## config.mk

```make
export PLATFORM = sky130hd
export DESIGN_NAME = traffic_demand_counter
export DESIGN_NICKNAME = d
export VERILOG_FILES = /design/src/rtl/traffic_demand_counter.sv
export SDC_FILE = /design/constraint.sdc
export NUM_CORES = 1
export LEC_CHECK = 0
export CORE_ASPECT_RATIO = 0.5
export CORE_MARGIN = 2
export CORE_UTILIZATION = 56
export DETAILED_ROUTE_END_ITERATION = 12
export GPL_ROUTABILITY_DRIVEN = 0
export PLACE_DENSITY = 0.82
export SLEW_MARGIN = 25
export SYNTH_ARGS = -nofsm -noshare
export SYNTH_HDL_FRONTEND = slang
export SYNTH_SLANG_ARGS = --single-unit
export TNS_END_PERCENT = 50
```

## constraint.sdc

```tcl
create_clock -name clk -period 2.98 [get_ports clk]
set_input_delay 0.596 -clock clk [delete_from_list [all_inputs] [get_ports clk]]
set_output_delay 0.596 -clock clk [all_outputs]
set_load 0.005 [all_outputs]
```

## src/rtl/traffic_demand_counter.sv

```systemverilog
// traffic_demand_counter: debounced lane/pedestrian demand counts, emergency flags
// and light-legality monitor feeding the intersection light controller.
module traffic_demand_counter #(
   parameter int DEB_CYCLES   = 4,
   parameter int SERVE_CYCLES = 2,
   parameter int EMG_CLEAR    = 8
) (
   input  logic       clk,
   input  logic       rst,
   input  logic       main_det,
   input  logic       left_det,
   input  logic       sec_det,
   input  logic       p_btn,
   input  logic       m_emg_req,
   input  logic       s_emg_req,
   input  logic [3:0] m_LRYG,
   input  logic [2:0] s_RYG,
   input  logic       ped,
   output logic [2:0] main_num,
   output logic [2:0] left_num,
   output logic [2:0] sec_num,
   output logic [2:0] p_num,
   output logic       m_emergency,
   output logic       s_emergency,
   output logic       light_err
);
   localparam logic [3:0] DEB_M1 = 4'(DEB_CYCLES - 1);
   localparam logic [3:0] SRV_M1 = 4'(SERVE_CYCLES - 1);
   localparam logic [4:0] EMG_M1 = 5'(EMG_CLEAR - 1);
   logic [3:0] raw, arr;
   logic [2:0] srv;
   logic [2:0] cnt [3];
   logic [1:0] esrv, ereq, eflag;
   logic       bad, ped_srv, ped_q;
   assign raw = {p_btn, sec_det, left_det, main_det};
   assign bad = (m_LRYG == 4'b1111) || ((m_LRYG[0] || m_LRYG[3]) && s_RYG[0]) ||
                (ped && !m_LRYG[0] && s_RYG != 3'b100) ||
                (s_RYG[0] && s_RYG[1]) || (s_RYG[0] && s_RYG[2]) || (s_RYG[1] && s_RYG[2]);
   // Illegal lights suppress every service decode so nothing departs on a bad state
   assign srv[0]  = !bad && m_LRYG == 4'b0001 && !ped;
   assign srv[1]  = !bad && m_LRYG[3] && m_LRYG[2] && !m_LRYG[1] && !m_LRYG[0];
   assign srv[2]  = !bad && s_RYG == 3'b001 && m_LRYG[2];
   assign ped_srv = !bad && ped && s_RYG == 3'b100;
   assign esrv    = {srv[2], srv[0]};
   assign ereq    = {s_emg_req, m_emg_req};
   for (genvar i = 0; i < 4; i++) begin : g_deb
      logic       lvl;
      logic [3:0] c;
      assign arr[i] = raw[i] && !lvl && c == DEB_M1;
      always_ff @(posedge clk) begin
         if (rst) begin
            lvl <= 1'b0;
            c   <= '0;
         end else if (raw[i] == lvl || c == DEB_M1) begin
            lvl <= raw[i];
            c   <= '0;
         end else begin
            c <= c + 1'b1;
         end
      end
   end
   for (genvar i = 0; i < 3; i++) begin : g_lane
      logic [3:0] t;
      logic [2:0] n;
      logic       dep;
      assign dep    = srv[i] && n != 3'd0 && t == SRV_M1;
      assign cnt[i] = n;
      always_ff @(posedge clk) begin
         if (rst) begin
            t <= '0;
            n <= '0;
         end else begin
            t <= (srv[i] && n != 3'd0 && !dep) ? t + 1'b1 : 4'd0;
            if (arr[i] && !dep && n != 3'd7)
               n <= n + 3'd1;
            else if (dep && !arr[i])
               n <= n - 3'd1;
         end
      end
   end
   for (genvar i = 0; i < 2; i++) begin : g_emg
      logic       f;
      logic [4:0] t;
      assign eflag[i] = f;
      always_ff @(posedge clk) begin
         if (rst) begin
            f <= 1'b0;
            t <= '0;
         end else if (ereq[i]) begin
            f <= 1'b1;
            t <= '0;
         end else if (f && esrv[i]) begin
            f <= t != EMG_M1;
            t <= (t == EMG_M1) ? 5'd0 : t + 1'b1;
         end else begin
            t <= '0;
         end
      end
   end
   always_ff @(posedge clk) begin
      if (rst) begin
         p_num     <= '0;
         ped_q     <= 1'b0;
         light_err <= 1'b0;
      end else begin
         ped_q     <= ped_srv;
         light_err <= light_err || bad;
         if (ped_srv && !ped_q)
            p_num <= '0;
         else if (!ped_srv && arr[3] && p_num != 3'd7)
            p_num <= p_num + 3'd1;
      end
   end
   assign main_num    = cnt[0];
   assign left_num    = cnt[1];
   assign sec_num     = cnt[2];
   assign m_emergency = eflag[0];
   assign s_emergency = eflag[1];
endmodule
```

# After elaboration in Yosys (flattened, before gate mapping)
# Index checks and enable logic that the tools add are counted.
# word_totals
ff_bits,58
input_bits,16
latchBits,0
n_memories,0
rom_bits,0
word_cells,168
ram_bits,0
# op_classes
eq_ne,24
div,0
n_reduce_logical,92
add_sub_neg,16
magnitude_cmp,0
n_mux,10
multipliers,0
shift,0
bitwise_logic,5
# ops
cell,n
$logic_and 1x1->1,47
$add 4x1->4 const B,7
$mux 3,6
$eq 4x1->1 const B,4
$eq 4x2->1 const B,4
$logic_not 1->1,16
$reduce_or 2->1,8
$ne 3x3->1 const B,5
$add 3x1->3 const B,4
$logic_or 1x1->1,11
$add 5x1->5 const B,2
$eq 5x3->1 const B,2
$ne 5x3->1 const B,2
$reduce_bool 2->1,5
$reduce_bool 3->1,3
$sub 3x1->3 const B,3
$reduce_or 4->1,2
$not 1->1,5
$eq 1x1->1,4
$eq 4x4->1 const B,1
$mux 1,4
$eq 3x1->1 const B,1
$eq 3x3->1 const B,1

# Depth between registers and ports, before layout
# logic_depth
depth_word,18
depth_mapped,13
depth_no_buf,13

# Worst setup path after synthesis
# No wires, ideal clock.
# synth_timing
kind,input -> register
start,input m_LRYG[0]
end,"register g_lane[2].n[1], in the netlist sec_num[1]"
arrival_ns,2.574
cell_stages,11
path_buffers,0
slack_ns,0.272
t_required_ns,2.846
cell_sequence,nand2b_1 -> nor4b_2 -> and2_1 -> o21ai_0 -> nor2b_1 -> o21ai_0 -> fa_1 -> a31oi_1 -> nor2_1 -> a31oi_1 -> o221ai_1
# synth_via
elab_chain_cells,16
# synth_lines
item,line,rtl
from (decl),16,"input logic [3:0] m_LRYG,"
branches (longest 3 deep; another with $eq 4x4->1),n/a,
$logic_or 1x1->1 (*),36,assign bad = (m_LRYG == 4'b1111) || ((m_LRYG[0] || m_LRYG[3]) && s_RYG[0]) ||
$logic_or 1x1->1 (*),37,(ped && !m_LRYG[0] && s_RYG != 3'b100) ||
$logic_or 1x1->1 (*) (2 in a row),38,(s_RYG[0] && s_RYG[1]) || (s_RYG[0] && s_RYG[2]) || (s_RYG[1] && s_RYG[2]);
$logic_not 1->1 (*),42,assign srv[2] = !bad && s_RYG == 3'b001 && m_LRYG[2];
$logic_and 1x1->1 (*) (2 in a row),42,
$logic_and 1x1->1 (*) (2 in a row),66,assign dep = srv[i] && n != 3'd0 && t == SRV_M1;
$logic_not 1->1,74,if (arr[i] && !dep && n != 3'd7)
$logic_and 1x1->1 (2 in a row),74,
$mux 3 or $reduce_bool 2->1 (tied branches),n/a,
to (signal assigned),75,n <= n + 3'd1;
to (signal assigned),77,n <= n - 3'd1;
to (decl),64,logic [2:0] n;
# Every way passes the cells marked *.
# A chain may end at the register's enable or synchronous reset.

# Worst setup path after layout
# layout_timing
start,input m_LRYG[2]
end,"register g_lane[2].n[1], in the netlist sec_num[1]"
# layout_via
elab_chain_cells,15
# layout_lines
item,line
$eq 4x4->1,36
$logic_or 1x1->1 (2 in a row),36
$logic_or 1x1->1,37
$logic_or 1x1->1 (2 in a row),38
$logic_not 1->1,42
$logic_and 1x1->1,42
$logic_and 1x1->1 (*),42
$logic_and 1x1->1 (*) (2 in a row),66
$logic_not 1->1,74
$logic_and 1x1->1 (2 in a row),74
$mux 3 or $reduce_bool 2->1 (tied branches),n/a
# Every way passes the cells marked *; elsewhere a longest branch is shown, timed or not.

==> metrics.txt <==
# TYPE chip_impl_metric gauge
chip_impl_metric{name="die-width",unit="um"} 105
chip_impl_info{name="critPathMostFrequentCell",value="a31oi_1"} 1
chip_impl_metric{name="setup_tns",unit="ns"} 0
chip_impl_metric{name="combPwrFrac",unit="%"} 9.3
chip_impl_metric{name="cp_data_required_time",unit="ns"} 3.19
chip_impl_metric{name="finalHoldViolations",unit=""} 0
chip_impl_metric{name="setup_slack",unit="ns"} 0.139
chip_impl_info{name="synth.top_cells.by_area",value="dfxtp_1 (41%), ha_1 (7.9%), nor2_1 (7.6%)"} 1
chip_impl_metric{name="yosysSeqAreaShare",unit="%"} 40.7
chip_impl_metric{name="detailedPlacementHpwl",unit="um"} 4450
chip_impl_metric{name="mappedNetlistArea",unit="sq um"} 2860
chip_impl_info{name="worstPathCellList",value="clkdlybuf4s50_1 -> nand2_1 -> nor4b_4 -> and2_1 -> o21ai_0 -> nor2b_1 -> o21ai_2 -> fa_1 -> a31oi_1 -> nor2_1 -> a31oi_1 -> o221ai_1"} 1
chip_impl_metric{name="drt-initial-drc-count",unit=""} 79
chip_impl_metric{name="async_reset_ff_share",unit="%"} 0
chip_impl_metric{name="core_area",unit="sq um"} 4910
chip_impl_metric{name="tightest_slew",unit="ns"} 0.809
chip_impl_metric{name="postCtsSetupRepairBufs",unit=""} 0
chip_impl_metric{name="floorplan.initialDensity",unit="%"} 58.2
chip_impl_metric{name="timing_max_transition_violations_final",unit=""} 0
chip_impl_metric{name="buffer_ports.inserted",unit=""} 30
chip_impl_metric{name="timing.max_cap.violations",unit=""} 0
chip_impl_metric{name="grt_start_max_net_pins",unit=""} 14
chip_impl_metric{name="route.vias.total",unit=""} 2369
chip_impl_metric{name="number_of_iterations_in_the_first_detailed_routing_pass",unit=""} 5
chip_impl_info{name="slowest_cell_on_the_critical_path",value="clkdlybuf4s50_1"} 1
chip_impl_info{name="yosys-top-cells-count",value="dfxtp_1 (58), nor2_1 (58), ha_1 (18), inv_1 (18), nand3_1 (17)"} 1
chip_impl_metric{name="power_switching_share",unit="%"} 22.4
chip_impl_metric{name="timing.critical_path.arrival",unit="ns"} 3.05
chip_impl_metric{name="cts_hold_repair.buffers",unit=""} 0
chip_impl_metric{name="setup-violations-final",unit=""} 0
chip_impl_metric{name="pin_count",unit=""} 31
chip_impl_metric{name="dieArea",unit="sq um"} 5720
chip_impl_metric{name="crit_path_max_incr_delay",unit="ns"} 0.51
chip_impl_info{name="root_buffer",value="clkbuf_8"} 1
chip_impl_metric{name="cts.sinks",unit=""} 58
chip_impl_metric{name="timing.critical_path.fanout_max",unit=""} 4
chip_impl_metric{name="p_sw",unit="uW"} 416
chip_impl_metric{name="chipHeight",unit="um"} 54.5
chip_impl_metric{name="cts.path.max_buffers",unit=""} 2
chip_impl_metric{name="grt_pass1_wl",unit="um"} 9790
chip_impl_metric{name="fmax",unit="MHz"} 352
chip_impl_info{name="synth_area_leader",value="dfxtp_1"} 1
chip_impl_metric{name="finalCoreUtilization",unit="%"} 73.7
chip_impl_metric{name="drive_gt1_share",unit="%"} 15.0
chip_impl_metric{name="placed_cells_incl_taps",unit=""} 427
chip_impl_metric{name="routed_via_density",unit=""} 5.35
chip_impl_metric{name="setup_slack_at_placement",unit="ns"} -0.305
chip_impl_metric{name="vias_in_the_first_global_route",unit=""} 2301
chip_impl_metric{name="route.detailed.drc",unit=""} 0
chip_impl_metric{name="core.rowCount",unit=""} 18
chip_impl_metric{name="layout-area-overhead-vs-synth",unit="%"} 26.7
chip_impl_metric{name="grt-ovfl-total",unit=""} 0
chip_impl_metric{name="total_clock_buffers_created_by_cts",unit=""} 9
chip_impl_metric{name="number_of_antenna_violations_at_the_first_check_in_global_routing",unit=""} 0
chip_impl_metric{name="route.antenna.remaining_nets",unit=""} 0
chip_impl_metric{name="timing.slew.headroom",unit="%"} 45.4
chip_impl_metric{name="mean_syn_cell_area",unit="sq um"} 9.09
chip_impl_metric{name="clock_power_share",unit="%"} 46.6
chip_impl_metric{name="synth.top_cell.area_share",unit="%"} 40.7
chip_impl_metric{name="post-route-min-period",unit="ns"} 2.84
chip_impl_metric{name="tot_pwr",unit="uW"} 1850
chip_impl_metric{name="worst_clock_skew_on_the_final_layout",unit="ns"} 0.00552
chip_impl_info{name="synth_ff_type",value="dfxtp_1"} 1
chip_impl_metric{name="cell_internal_pwr",unit="uW"} 1440
chip_impl_info{name="cp-end-kind",value="register"} 1
chip_impl_metric{name="synthesis.instances",unit=""} 314
chip_impl_metric{name="mappedNetlistNets",unit=""} 351
chip_impl_info{name="run_status",value="complete, no violations"} 1
chip_impl_metric{name="power.static_leakage",unit="uW"} 0.00142
chip_impl_info{name="setup.worst_path.class",value="primary input to register"} 1
chip_impl_info{name="min_path_type",value="register to register"} 1
chip_impl_info{name="critPathLaunchType",value="primary input"} 1
chip_impl_info{name="tritoncts_clock_tree",value="built"} 1
chip_impl_metric{name="distinct_cell_type_count_after_synthesis",unit=""} 56
chip_impl_metric{name="post-route-period-util",unit="%"} 95.3
chip_impl_info{name="critical-path-top-delay-family",value="simple AND/OR/NAND/NOR gates"} 1
chip_impl_metric{name="wl_per_cell",unit="um"} 13.7
chip_impl_metric{name="share_seq_of_total_power",unit="%"} 44.1
chip_impl_metric{name="vdd_ir_drop_max",unit="uV"} 352
chip_impl_metric{name="final_cells",unit=""} 443
chip_impl_metric{name="diodes",unit=""} 0
chip_impl_metric{name="drt-total-wl",unit="um"} 6090
chip_impl_metric{name="clock_insertion_delay_worst_skew",unit="ns"} 0.34
chip_impl_metric{name="synth-warning-count",unit=""} 0
chip_impl_metric{name="ff_latch_count_synth",unit=""} 58
chip_impl_metric{name="cts.htree.levels",unit=""} 3
chip_impl_metric{name="global_route.usage.total",unit="%"} 22.3
chip_impl_metric{name="p_per_area",unit="nW/um^2"} 513
chip_impl_metric{name="critPathBufInv",unit=""} 1
chip_impl_metric{name="count_of_flip_flops_with_a_built_in_enable_after_synthesis",unit=""} 0
chip_impl_metric{name="fin_nets",unit=""} 405
chip_impl_metric{name="cts.reportedPaths.clkPinSlew",unit="ns"} 0.07
## layer usage
metal,up-vias,track usage [%],part of all wire [%]
li1,1193,-,-
met1,1124,23.3,42
met2,39,42.9,52
met3,13,7.74,3.8
met4,0,9.78,1.7
met5,-,0,0
## per-stage QoR
stage	cell area (sq um)	hold slack, ns
4_1_cts	3600	0.449
5_1_grt	3620	0.459
6_report	3620	0.442
3_5_place_dp	3370	0.435
3_3_place_gp	3370	0.425
2_1_floorplan	2860	0.418
## what timing repair did
action                     in CTS  in global routing
hold endpoints to repair        0                  0
setup endpoints to repair       0                  2
gates resized for setup         0                  5
## registers in the layout, indices dropped and copies added, names as in the netlist
name	flops
left_num	3
g_emg.t	10
sec_num	3
main_num	3
g_deb.lvl	4
m_emergency	1
g_deb.c	16
g_lane.t	12
ped_q	1
s_emergency	1
light_err	1
p_num	3
## worst paths after layout
check | depth (start not counted) | slack, ns | endpoint | from
setup / recovery | 12 | 0.14 | sec_num[1] | m_LRYG[2]
hold / removal | 1 | 0.44 | g_lane[2].t[0] | g_lane[2].t[0]
setup reg to reg | 13 | 0.18 | sec_num[1] | g_lane[2].t[1]
hold reg to reg | 1 | 0.44 | g_lane[2].t[0] | g_lane[2].t[0]
## logic make-up after synthesis
| family | share of synthesized area (%) |
|---|---|
| AOI/OAI and AO/OA | 10.4 |
| xor gates and xnor gates | 7.06 |
| muxes | 2.67 |
| DFF | 40.7 |
| buffers and inverters | 3.33 |
| adders and majority gates | 9.99 |
| and+or+nand+nor | 25.9 |
## layout make-up
| class | count | area, sq um |
|---|---|---|
| clock buffer | 10 | 128 |
| clock inverter | 6 | 105 |
| fill | 361 | 1290 |
| inverter | 18 | 67.6 |
| multi-input combinational | 231 | 1620 |
| sequential | 58 | 1160 |
| tap | 70 | 87.6 |
| timing repair buffer | 50 | 450 |
## layout by cell type, fill, tap and decap left out, types with 2 or more instances in the layout
cell type and n:
fa_1 3, or4b_1 2, a31o_2 2, nor3_1 7
mux2i_1 5, clkinv_2 3, clkdlybuf4s50_1 30, nand2_1 9
a31oi_1 4, o21ai_0 8, nor2_1 58, clkbuf_8 9
nor3_2 2, a41oi_1 2, and2_1 3, a21o_1 2
nand4b_1 2, dfxtp_1 57, bufinv_16 3, nor3b_1 6
or3_1 9, nor2b_1 3, or2_2 2, ha_1 18
xnor2_1 12, o21ai_2 3, nand3_1 17, inv_1 18
nand2b_1 5, xor2_1 11, buf_4 20, a21oi_1 9
## worst reg2reg max path, stage by stage, from the launching register on
cell	delay [ns]
dfxtp_1	0.33
inv_1	0.06
ha_1	0.15
or3b_1	0.41
nor3_2	0.14
and2_1	0.18
o21ai_0	0.11
nor2b_1	0.17
o21ai_2	0.16
fa_1	0.46
a31oi_1	0.17
nor2_1	0.07
a31oi_1	0.16
o221ai_1	0.13
## power by group through the flow
stage | registers (uW) | logic (uW) | clock network, uW
after floorplan | 831 | 91.7 | 0
after global placement | 834 | 155 | 0
after detailed placement | 835 | 167 | 0
after CTS | 818 | 170 | 877
after global routing | 822 | 189 | 910
final | 818 | 172 | 864
No activity file was read; power rests on OpenSTA's default activity.
